File: config.mk
export PLATFORM = sky130hd
export DESIGN_NAME = modport_io_flat
export DESIGN_NICKNAME = d
export VERILOG_FILES = /design/src/rtl/modport_io_if.sv /design/src/rtl/modport_io.sv /design/src/flat_wrapper.sv
export SDC_FILE = /design/constraint.sdc
export NUM_CORES = 1
export LEC_CHECK = 0
export ABC_CLOCK_PERIOD_IN_PS = 22700
export BUFFER_PORTS_ARGS = -buffer_cell sky130_fd_sc_hd__buf_2
export CAP_MARGIN = 30
export CORE_MARGIN = 5
export CORE_UTILIZATION = 30
export CTS_CLUSTER_DIAMETER = 40
export DETAILED_ROUTE_END_ITERATION = 10
export RECOVER_POWER = 25
export SLEW_MARGIN = 30
export SYNTH_ARGS = -nofsm -noshare
export SYNTH_HDL_FRONTEND = slang
export SYNTH_SLANG_ARGS = --single-unit
File: constraint.sdc
create_clock -name ref_clk_i -period 22.7 [get_ports ref_clk_i]
set_input_delay 2.27 -clock ref_clk_i [delete_from_list [all_inputs] [get_ports ref_clk_i]]
set_output_delay 2.27 -clock ref_clk_i [all_outputs]
set_load 0.01 [all_outputs]
File: src/rtl/modport_io_if.sv
// Configuration register port of the pad multiplexer, grouped as an interface.
// The SoC side is the master and the pad mux is the slave.
interface modport_io_if;
  logic        we;
  logic [5:0]  addr;
  logic [31:0] wdata;
  logic [31:0] rdata;

  modport master (output we, output addr, output wdata, input rdata);
  modport slave  (input we, input addr, input wdata, output rdata);
endinterface

File: src/rtl/modport_io.sv
// Chip-boundary pad multiplexer: per-pad GPIO/UART routing, pad configuration
// registers, registered pad inputs, boot-select latch and a divided slow clock.
module modport_io #(
  parameter int NPADS         = 48,
  parameter int SLOW_DIV_HALF = 4
) (
  input  logic                  ref_clk_i,
  input  logic                  rst_i,
  input  logic                  bootsel_i,
  input  logic                  stm_i,
  input  logic [NPADS-1:0]      io_in_i,
  output logic [NPADS-1:0]      io_out_o,
  output logic [NPADS-1:0]      io_oe_o,
  output logic [NPADS-1:0][5:0] pad_cfg_o,
  output logic                  slow_clk_o,
  input  logic                  uart0_tx_i,
  output logic                  uart0_rx_o,
  input  logic                  uart1_tx_i,
  output logic                  uart1_rx_o,
  output logic [NPADS-1:0]      gpio_in_o,
  output logic                  bootsel_o,
  modport_io_if.slave           cfg
);

  localparam int         CW      = (SLOW_DIV_HALF > 1) ? $clog2(SLOW_DIV_HALF) : 1;
  localparam logic [5:0] NPADS_A = 6'(NPADS);

  logic [9:0]       pad_q [NPADS];
  logic [9:0]       pad_d [NPADS];
  logic [NPADS-1:0] gpio_in_q, gpio_in_d;
  logic             bootsel_q, bootsel_d;
  logic             boot_done_q, boot_done_d;
  logic [CW-1:0]    cnt_q, cnt_d;
  logic             slow_q, slow_d;

  // Pads 7..10 come up routed to the UARTs (7/10 receive, 8/9 transmit).
  function automatic logic [9:0] pad_rst_val(input int n);
    if ((n >= 7) && (n <= 10)) begin
      return 10'h001;
    end else begin
      return 10'h000;
    end
  endfunction

  // Next-state logic for registers, input sampling, boot latch and divider.
  always_comb begin
    for (int n = 0; n < NPADS; n++) begin
      pad_d[n] = (cfg.we && (cfg.addr == 6'(n))) ? cfg.wdata[9:0] : pad_q[n];
    end
    gpio_in_d   = io_in_i;
    boot_done_d = 1'b1;
    bootsel_d   = boot_done_q ? bootsel_q : bootsel_i;
    if (cnt_q == CW'(SLOW_DIV_HALF - 1)) begin
      cnt_d  = {CW{1'b0}};
      slow_d = ~slow_q;
    end else begin
      cnt_d  = cnt_q + CW'(1);
      slow_d = slow_q;
    end
  end

  // State registers.
  always_ff @(posedge ref_clk_i or posedge rst_i) begin
    if (rst_i) begin
      for (int n = 0; n < NPADS; n++) begin
        pad_q[n] <= pad_rst_val(n);
      end
      gpio_in_q   <= {NPADS{1'b0}};
      bootsel_q   <= 1'b0;
      boot_done_q <= 1'b0;
      cnt_q       <= {CW{1'b0}};
      slow_q      <= 1'b0;
    end else begin
      for (int n = 0; n < NPADS; n++) begin
        pad_q[n] <= pad_d[n];
      end
      gpio_in_q   <= gpio_in_d;
      bootsel_q   <= bootsel_d;
      boot_done_q <= boot_done_d;
      cnt_q       <= cnt_d;
      slow_q      <= slow_d;
    end
  end

  // Per-pad output mux; structural test mode tri-states every pad.
  always_comb begin
    io_out_o = {NPADS{1'b0}};
    io_oe_o  = {NPADS{1'b0}};
    for (int n = 0; n < NPADS; n++) begin
      pad_cfg_o[n] = pad_q[n][7:2];
      if (stm_i) begin
        io_out_o[n] = 1'b0;
        io_oe_o[n]  = 1'b0;
      end else begin
        case (pad_q[n][1:0])
          2'd0: begin
            io_out_o[n] = pad_q[n][8];
            io_oe_o[n]  = pad_q[n][9];
          end
          2'd1: begin
            if (n == 8) begin
              io_out_o[n] = uart0_tx_i;
              io_oe_o[n]  = 1'b1;
            end else if (n == 9) begin
              io_out_o[n] = uart1_tx_i;
              io_oe_o[n]  = 1'b1;
            end else begin
              io_out_o[n] = 1'b0;
              io_oe_o[n]  = 1'b0;
            end
          end
          default: begin
            io_out_o[n] = 1'b0;
            io_oe_o[n]  = 1'b0;
          end
        endcase
      end
    end
  end

  // Register read-back and UART receive routing (idle-high when unrouted).
  always_comb begin
    if (cfg.addr < NPADS_A) begin
      cfg.rdata = {21'h000000, gpio_in_q[cfg.addr], pad_q[cfg.addr]};
    end else if (cfg.addr == NPADS_A) begin
      cfg.rdata = {31'h00000000, bootsel_q};
    end else begin
      cfg.rdata = 32'h00000000;
    end
    uart0_rx_o = (pad_q[7][1:0] == 2'd1)  ? io_in_i[7]  : 1'b1;
    uart1_rx_o = (pad_q[10][1:0] == 2'd1) ? io_in_i[10] : 1'b1;
  end

  assign gpio_in_o  = gpio_in_q;
  assign bootsel_o  = bootsel_q;
  assign slow_clk_o = slow_q;

endmodule

File: src/flat_wrapper.sv
// flat-port wrapper written by rule: the top's interface ports become plain ports
module modport_io_flat 
#(
  parameter int NPADS         = 48,
  parameter int SLOW_DIV_HALF = 4
)
  (ref_clk_i, rst_i, bootsel_i, stm_i, io_in_i, io_out_o, io_oe_o, pad_cfg_o, slow_clk_o, uart0_tx_i, uart0_rx_o, uart1_tx_i, uart1_rx_o, gpio_in_o, bootsel_o, cfg_we, cfg_addr, cfg_wdata, cfg_rdata);
  modport_io_if cfg_i ();
  input  logic ref_clk_i;
  input  logic rst_i;
  input  logic bootsel_i;
  input  logic stm_i;
  input  logic [NPADS-1:0] io_in_i;
  output logic [NPADS-1:0] io_out_o;
  output logic [NPADS-1:0] io_oe_o;
  output logic [NPADS-1:0][5:0] pad_cfg_o;
  output logic slow_clk_o;
  input  logic uart0_tx_i;
  output logic uart0_rx_o;
  input  logic uart1_tx_i;
  output logic uart1_rx_o;
  output logic [NPADS-1:0] gpio_in_o;
  output logic bootsel_o;
  input wire logic [$bits(cfg_i.we)-1:0] cfg_we;
  input wire logic [$bits(cfg_i.addr)-1:0] cfg_addr;
  input wire logic [$bits(cfg_i.wdata)-1:0] cfg_wdata;
  output wire logic [$bits(cfg_i.rdata)-1:0] cfg_rdata;
  assign cfg_i.we = cfg_we;
  assign cfg_i.addr = cfg_addr;
  assign cfg_i.wdata = cfg_wdata;
  assign cfg_rdata = cfg_i.rdata;
  modport_io #(.NPADS(NPADS), .SLOW_DIV_HALF(SLOW_DIV_HALF)) u_core (.ref_clk_i(ref_clk_i), .rst_i(rst_i), .bootsel_i(bootsel_i), .stm_i(stm_i), .io_in_i(io_in_i), .io_out_o(io_out_o), .io_oe_o(io_oe_o), .pad_cfg_o(pad_cfg_o), .slow_clk_o(slow_clk_o), .uart0_tx_i(uart0_tx_i), .uart0_rx_o(uart0_rx_o), .uart1_tx_i(uart1_tx_i), .uart1_rx_o(uart1_rx_o), .gpio_in_o(gpio_in_o), .bootsel_o(bootsel_o), .cfg(cfg_i));
endmodule
Word-level counts from Yosys, hierarchy flattened
Cells that the tools add are included.
{"block": "op_classes", "n_lt_le_gt_ge": 3, "reduce_logical": 97, "add_sub_neg": 1, "eq_ne": 53, "bitwise_logic": 2, "n_mux": 202}
{"cell": "two-way mux 1 bit", "count": 192}
{"cell": "equality test 6 bit (second input constant)", "count": 17}
{"cell": "equality test 6 x 5 -> 1 bit (second input constant)", "count": 16}
{"cell": "zero test 2 bit", "count": 48}
{"cell": "binary-select mux 10 bit (select 6 bit)", "count": 1}
{"cell": "equality test 6 x 4 -> 1 bit (second input constant)", "count": 8}
{"cell": "logical AND 1 bit", "count": 48}
{"cell": "two-way mux 32 bit", "count": 1}
{"cell": "equality test 6 x 3 -> 1 bit (second input constant)", "count": 4}
{"cell": "two-way mux 10 bit", "count": 2}
{"cell": "equality test 6 x 2 -> 1 bit (second input constant)", "count": 2}
{"cell": "equality test 2 x 1 -> 1 bit (second input constant)", "count": 4}
{"cell": "case mux 1 bit (2 select lines)", "count": 4}
{"cell": "greater-or-equal comparator 7 bit (second input constant)", "count": 1}
{"cell": "less-than comparator 6 x 7 -> 1 bit (second input constant)", "count": 1}
{"cell": "NOT 6 -> 7 bit", "count": 1}
{"cell": "binary-select mux 1 bit (select 6 bit)", "count": 1}
{"cell": "equality test 6 x 1 -> 1 bit (second input constant)", "count": 1}
{"cell": "zero test 6 bit", "count": 1}
{"cell": "less-than comparator 6 bit (second input constant)", "count": 1}
{"cell": "adder 2 x 1 -> 2 bit (second input constant)", "count": 1}
{"cell": "equality test 2 bit (second input constant)", "count": 1}
{"cell": "two-way mux 2 bit", "count": 1}
{"cell": "NOT 1 bit", "count": 1}
{"block": "word_totals", "elab_cells": 411, "output_inout_bits": 468, "input_bits": 93, "reg_bits": 533}

Depth between registers and ports, before layout
Gate-level depths: netlist (run 1).
{"block": "logic_depth", "depth_word": 5, "mapped_depth": 9, "mapped_depth_nobuf": 5}

Least setup slack after synthesis (run 1)
No wires, ideal clock.
{"block": "synth_path", "kind": "input port to output port", "startpoint": "input cfg_addr[0]", "endpoint": "output cfg_rdata[1]", "slack_ns": 16.466, "required_time_ns": 20.430, "arrival_time_ns": 3.964, "stages": 9, "n_path_buf": 4, "path_cell_list": "buf_6 -> buf_12 -> buf_6 -> buf_2 -> mux4_2 -> a22oi_1 -> a21oi_1 -> nor2_1 -> o21ai_0"}
{"block": "synth_between", "elab_chain_len": 5, "word_cells_on_any_way": 6, "classes_between": "order compare: 1; mux: 4; bitwise: 1"}
{"item": "start, declared", "line_no": "flat_wrapper.sv:25", "rtl": "input wire logic [$bits(cfg_i.addr)-1:0] cfg_addr;"}
{"item": "NOT 6 -> 7 bit (implied by the code)", "line_no": "modport_io.sv:124", "rtl": "cfg.rdata = {21'h000000, gpio_in_q[cfg.addr], pad_q[cfg.addr]};"}
{"item": "binary-select mux 10 bit (select 6 bit)", "line_no": "modport_io.sv:124"}
{"item": "two-way mux 10 bit (implied by the code) (2 in series)", "line_no": "modport_io.sv:124"}
{"item": "two-way mux 32 bit (*)", "line_no": "modport_io.sv:123", "rtl": "if (cfg.addr < NPADS_A) begin"}
{"item": "end, declared", "line_no": "flat_wrapper.sv:27", "rtl": "output wire logic [$bits(cfg_i.rdata)-1:0] cfg_rdata;"}
Every way passes the cells marked *; elsewhere a longest branch is shown, timed or not. The select of a mux whose other input is x is not followed.

Worst setup path after layout (run 1)
{"block": "layout_path", "startpoint": "input cfg_addr[0]", "endpoint": "output cfg_rdata[5]"}
The elaborated chain is that of the path after synthesis.

==> qor.yml, run 1 <==
placed_design:
  dp_cells: 3219
  dp.final_hpwl_um: 68100
  gp_congestion: 0.832
  post_dp_cell_area_mm2: 0.0284
  portBuffers: 517
  pre_cts_slack_ns: 14.19
die:
  initial_core_util: 0.303
  core_area_mm2: 0.0886
  die_area_mm2: 0.0957
  chipWidth_um: 309
  row_count: 109
  num_io_pins: 561
  chipHeight_um: 309
logic_synthesis:
  async_flop_share: 1.00
  synth_cell_types: 42
  synth_seq_area_share: 0.496
  netlist_instances: 1918
  synth_ff_type: "dfrtp_1"
  synth_edf_count: 0
  synth.avg_cell_area_um2: 14.0
  synth-seq-cells: 533
  synth_area_mm2: 0.0269
  yosysWarnings: 0
worst_setup_path:
  cp_common_cell: "buf_4"
  worstPathRequired_ns: 20.43
  slowest_stage: "buf_4"
  worstSetupStartpointType: "input port"
  worstSetupPathType: "in -> out"
  max_stage_delay_ns: 0.77
  path_cells: "buf_8 -> buf_4 -> buf_4 -> mux4_1 -> mux4_2 -> a211o_1 -> buf_2"
  path_max_fanout: 66
  cp-end-kind: "primary output"
  cp.arrival_ns: 6.09
job:
  max_cap_viol_count: 5
detailed_routing:
  post_drt_wl_per_cell_um: 28.4
  postRouteWirelength_um: 96700
  dr.first_iter.drc_count: 1033
  ant_nets: 0
  vias: 17200
  first_pass_iters: 7
  viasPerCell: 5.05
  route.detailed.drc: 0
pwr:
  power.leakage_nw: 15.5
  power.density_mw_per_mm2: 99.7
  finalPower_mw: 3.18
  peakVddDrop_mv: 0.0648
run_status:
  violations: "max-capacitance violations, max-slew violations"
  status: "complete, but fails checks"
timing:
  tightest_slew_ns: 4.45
  hold_viol: 0
  fin_worst_skew_ns: 0.0000808
  setup_viol: 0
  fmaxAchievable_ghz: 0.120
  finalMaxSlewViolations: 350
  finalWorstSetupSlack_ns: 14.34
  final.min_clock_period_ns: 8.36
  maxSlewHeadroom: -1.98
  rsz0062_at_grt: "no"
  setup_tns_ns: 0
  holdWs_ns: 0.429
  fin_crit_sh: 0.368
clock_tree:
  clockRootBuffer: "clkbuf_16"
  cts_hold_buffers: 0
  cts_max_level: 3
  cts.repair.resized: 0
  cts_tree: "yes"
  numCtsBuffers: 98
  cts_sinks: 533
  post_cts_buffers: 0
  clock_latency_ns: 0.64
  clkTransAtPathRegs_ns: 0.05
  cts_buffer_depth: 3
global_route:
  antenna_found_initial: 3
  first_global_vias: 18300
  grt_overflow: 0
  grt_pass1_wl_um: 136000
  grt_max_degree: 166
  track_usage: 0.197
min_path:
  hold_class: "reg -> reg"
layout:
  finalNonFillerCells: 3404
  final_common_cell: "dfrtp_1"
  final_util: 0.360
  final_cell_mix: "529 x dfrtp_1, 502 x buf_2, 485 x mux2_2, 128 x mux4_2, 99 x clkbuf_16"
  diodes: 0
  fin_area_mm2: 0.0319
  layout-drive-gt1-share: 0.608
  fillers: 8626
  nNetsFinal: 2250
  area_delta_synth_final_pct: 18.8
-- path summary, 6_finish.rpt --
kind | start | endpoint | slack, ns | depth (start not counted)
setup reg to reg | u_core.cnt_q[0]$_DFF_PP0_ | u_core.slow_clk_o$_DFFE_PP0P_ | 21.84 | 2
hold reg to reg | u_core.cnt_q[0]$_DFF_PP0_ | u_core.cnt_q[0]$_DFF_PP0_ | 0.43 | 1
setup / recovery | cfg_addr[0] | cfg_rdata[5] | 14.34 | 7
min in group asynchronous | rst_i | u_core.cnt_q[1]$_DFF_PP0_ | 2.98 | 2
hold / removal | u_core.cnt_q[0]$_DFF_PP0_ | u_core.cnt_q[0]$_DFF_PP0_ | 0.43 | 1
max in group asynchronous | rst_i | u_core.pad_cfg_o[162]$_DFFE_PP0P_ | 14.53 | 3
-- critical path: cells and delay by family --
family / cells / cell delay, ns
buffers and inverters: 4 / 2.16
muxes: 2 / 1.21
AOI/OAI and AO/OA: 1 / 0.38
-- area by class of cell --
cell class                 instances  area [µm²]  area share
clock inverter                    70         901      0.0282
multi-input combinational        980       10800       0.338
clock buffer                     113        2600      0.0814
tap                             1165        1460      0.0456
timing repair buffer             541        2830      0.0886
sequential                       533       13300       0.418
inverter                           2        8.76    0.000274
-- metal layers --
metal  routed length [µm]  vias to the layer above  GRT usage
met5                   29                        -          0
li1                     -                     7134          -
met1                38800                     9232      0.243
met2                47300                      671      0.330
met4                 2610                        4     0.0570
met3                 7920                      140     0.0658
-- flip-flops by register name, indices dropped and copies added (netlist names) --
name,count
u_core.pad_cfg_o,288
u_core.bootsel_o,1
u_core.gpio_in_o,48
u_core.boot_done_q,1
u_core.slow_clk_o,1
u_core.pad_q,192
u_core.cnt_q,2
-- synth_stat cells, types with 5 or more instances --
cell type,number,area [µm²]
nor2b_1,9,56.3
clkbuf_1,72,270
mux2i_1,5,50.1
nor2_2,9,56.3
buf_2,24,120
dfrtp_1,529,13200
buf_6,5,56.3
and2_1,96,601
nand2_1,16,60.1
mux4_2,128,2880
buf_4,315,2360
nor3_1,50,250
a22o_1,5,43.8
mux4_1,6,158
nor2_1,15,56.3
a221oi_1,6,52.6
mux2_2,485,5460
a22oi_1,40,300
nand3_2,9,90.1
a21oi_1,20,100
o21ai_0,6,30.0
nor3_2,7,70.1
nand3_1,20,100
-- logic make-up after synthesis --
| family | after synthesis | share of synthesized area |
|---|---|---|
| AND/OR/NAND/NOR | 247 | 0.0545 |
| adder cells (fa/ha/maj) | 1 | 0.000465 |
| XOR/XNOR | 1 | 0.000326 |
| other | 2 | 0.000279 |
| AO/OA/AOI/OAI | 85 | 0.0222 |
| buffers and inverters | 425 | 0.108 |
| flip-flops | 533 | 0.496 |
| multiplexers | 624 | 0.318 |
-- power by group --
group	total, mW	switching, mW	internal (mW)
registers	1.17	0.0942	1.07
clock network	1.54	0.537	1.00
logic	0.476	0.249	0.226
Power figures use the tool's default switching activity.
==> run 2, diff against run 1 <==
Settings changed: ABC_CLOCK_PERIOD_IN_PS 22700 to 6700.
Clock period 22.7 ns to 6.7 ns, I/O delays scaled along.
==> run 2 against run 1 <==
Effect of this change:
- the run still ends with max-capacitance violations, max-slew violations left
- worst setup slack worse by 12 ns
- hold slack got worse by 0.32 ns
- sequential power rose to 3.4 times the previous value
- largest power group unchanged
==> qor.yml, run 2 (synthesis gave the netlist of run 1 again) <==
run_status:
  status: "complete, but fails checks"
  violations: "max-capacitance violations, max-slew violations"
worst_setup_path:
  worstSetupStartpointType: "input port"
  worstReg2RegStart: "u_core.pad_cfg_o[267]$_DFFE_PP0P_"
  reg2reg_depth: 1  # -1
  cp.arrival_ns: 3.86  # -2.23 ns
  r2r_setup_slack_ns: 5.82  # -16.02 ns
  cp-end-kind: "primary output"
  worstPathRequired_ns: 6.03  # -14.40 ns
  worstReg2RegEnd: "u_core.pad_cfg_o[267]$_DFFE_PP0P_"
  worstSetupPathType: "in -> out"
  path_max_fanout: 26  # -61%
die:
  chipWidth_um: 309  # unchanged
  initial_core_util: 0.303  # unchanged
  die_area_mm2: 0.0957  # unchanged
  num_io_pins: 561  # unchanged
  row_count: 109  # unchanged
  core_area_mm2: 0.0886  # unchanged
  chipHeight_um: 309  # unchanged
min_path:
  hp-start: "io_in_i[12]"
  hold_end: "u_core.gpio_in_o[12]$_DFF_PP0_"
  holdPathStages: 1  # unchanged
  hold_class: "in -> reg"
timing:
  fin_crit_sh: 0.676
  final.min_clock_period_ns: 4.53
  holdWs_ns: 0.108  # -0.322 ns
  hold_viol: 0  # unchanged
  finalMaxSlewViolations: 106  # -70%
  fin_worst_skew_ns: 0.0000646  # -0.0000162 ns
  tightest_slew_ns: 2.59  # -1.85 ns
  rsz0062_at_grt: "no"
  maxSlewHeadroom: -0.729  # +1.25
  setup_viol: 0  # unchanged
  fmaxAchievable_ghz: 0.221
clock_tree:
  cts_sinks: 533  # unchanged
  cts_buffer_depth: 3  # unchanged
  numCtsBuffers: 93  # -5.1%
  cts.repair.resized: 0  # unchanged
  cts_hold_buffers: 0  # unchanged
  clock_latency_ns: 0.65  # about the same
  post_cts_buffers: 0  # unchanged
  cts_tree: "yes"
  cts_max_level: 3  # unchanged
  clockRootBuffer: "clkbuf_16"
  clkTransAtPathRegs_ns: 0.05  # about the same
global_route:
  grt_max_degree: 176  # +6.0%
  antenna_found_initial: 3  # unchanged
  grt_pass1_wl_um: 137000  # +0.61%
  grt_overflow: 0  # unchanged
  first_global_vias: 18500  # +1.2%
  track_usage: 0.198  # +0.00139
detailed_routing:
  dr.first_iter.drc_count: 940  # -9.0%
  viasPerCell: 5.05  # about the same
  postRouteWirelength_um: 97400  # +0.72%
  first_pass_iters: 6  # -1
  vias: 17200  # +0.023%
  route.detailed.drc: 0  # unchanged
  ant_nets: 0  # unchanged
  post_drt_wl_per_cell_um: 28.6  # +0.78%
layout:
  final_common_cell: "dfrtp_1"
  largest_register_ffs: 288  # unchanged
  layout-drive-gt1-share: 0.578  # -0.0307
  final_cell_mix: "529 x dfrtp_1, 485 x mux2_2, 429 x buf_2, 128 x mux4_2, 95 x and2_1"
  finalNonFillerCells: 3402  # -0.059%
  nNetsFinal: 2250  # unchanged
  area_delta_synth_final_pct: 18.5
placed_design:
  portBuffers: 517  # unchanged
  dp.final_hpwl_um: 69000  # +1.3%
  gp_congestion: 0.848  # +2.0%
  dp_cells: 3222  # +0.093%
pwr:
  peakVddDrop_mv: 0.215  # +230%
  finalPower_mw: 10.7  # +240%
  power.leakage_nw: 15.3  # -1.7%
  power.density_mw_per_mm2: 336  # +240%
job:
  max_cap_viol_count: 3  # -2
## run 2: worst max-delay path by stage
stage                                                    to  depth (start not counted)  slack, ns   startpoint
after floorplan                u_core.boot_done_q$_DFF_PP0_                          1      -1.21        rst_i
after global placement                         cfg_rdata[6]                          7       2.29  cfg_addr[3]
after detailed placement                       cfg_rdata[6]                          7       2.24  cfg_addr[3]
after CTS                                      cfg_rdata[6]                          7       2.24  cfg_addr[3]
after global routing      u_core.pad_cfg_o[138]$_DFFE_PP0P_                          6       1.77        rst_i
final                                          cfg_rdata[6]                          7       2.17  cfg_addr[3]
## run 2: final cells by class
type | count | area (µm²)
inverters | 2 | 8.76
diodes | 2 | 5.00
fillers | 8633 | 56800
multi-input cells | 980 | 10800
flip-flops and latches | 533 | 13300
clock buffers | 106 | 2500
clock inverters | 68 | 933
well taps | 1165 | 1460
repair buffers | 546 | 2810
## run 2: where the power goes
part	total [mW]	switching, mW	leakage (nW)	internal, mW
combinational	1.61	0.852	6.62	0.758
clock	5.14	1.86	1.66	3.29
sequential	3.95	0.323	6.99	3.63
## run 2: critical path, cell delays in order
cell	delay, ns
buf_2	0.63
and2_2	0.87
a22oi_1	0.21
a21oi_1	0.84
nor2_1	0.23
o21ai_0	0.17
buf_2	0.18
## run 2: stage by stage
stage                     cell area (µm²)   util  setup slack (ns)  setup TNS, ns
after floorplan                     27000      -             -1.21        -641.57
after global placement              28400  0.320              2.29              0
after detailed placement            28400  0.321              2.24              0
after CTS                           31900  0.359              2.24              0
after global routing                31800  0.359              1.77              0
final                               31800  0.359              2.17              0
## run 2: metal layers
| layer | track usage | wire (µm) |
|---|---|---|
| met1 | 0.247 | 39200 |
| met2 | 0.320 | 46300 |
| met4 | 0.0744 | 3580 |
| met3 | 0.0683 | 8290 |
| met5 | 0 | 25 |
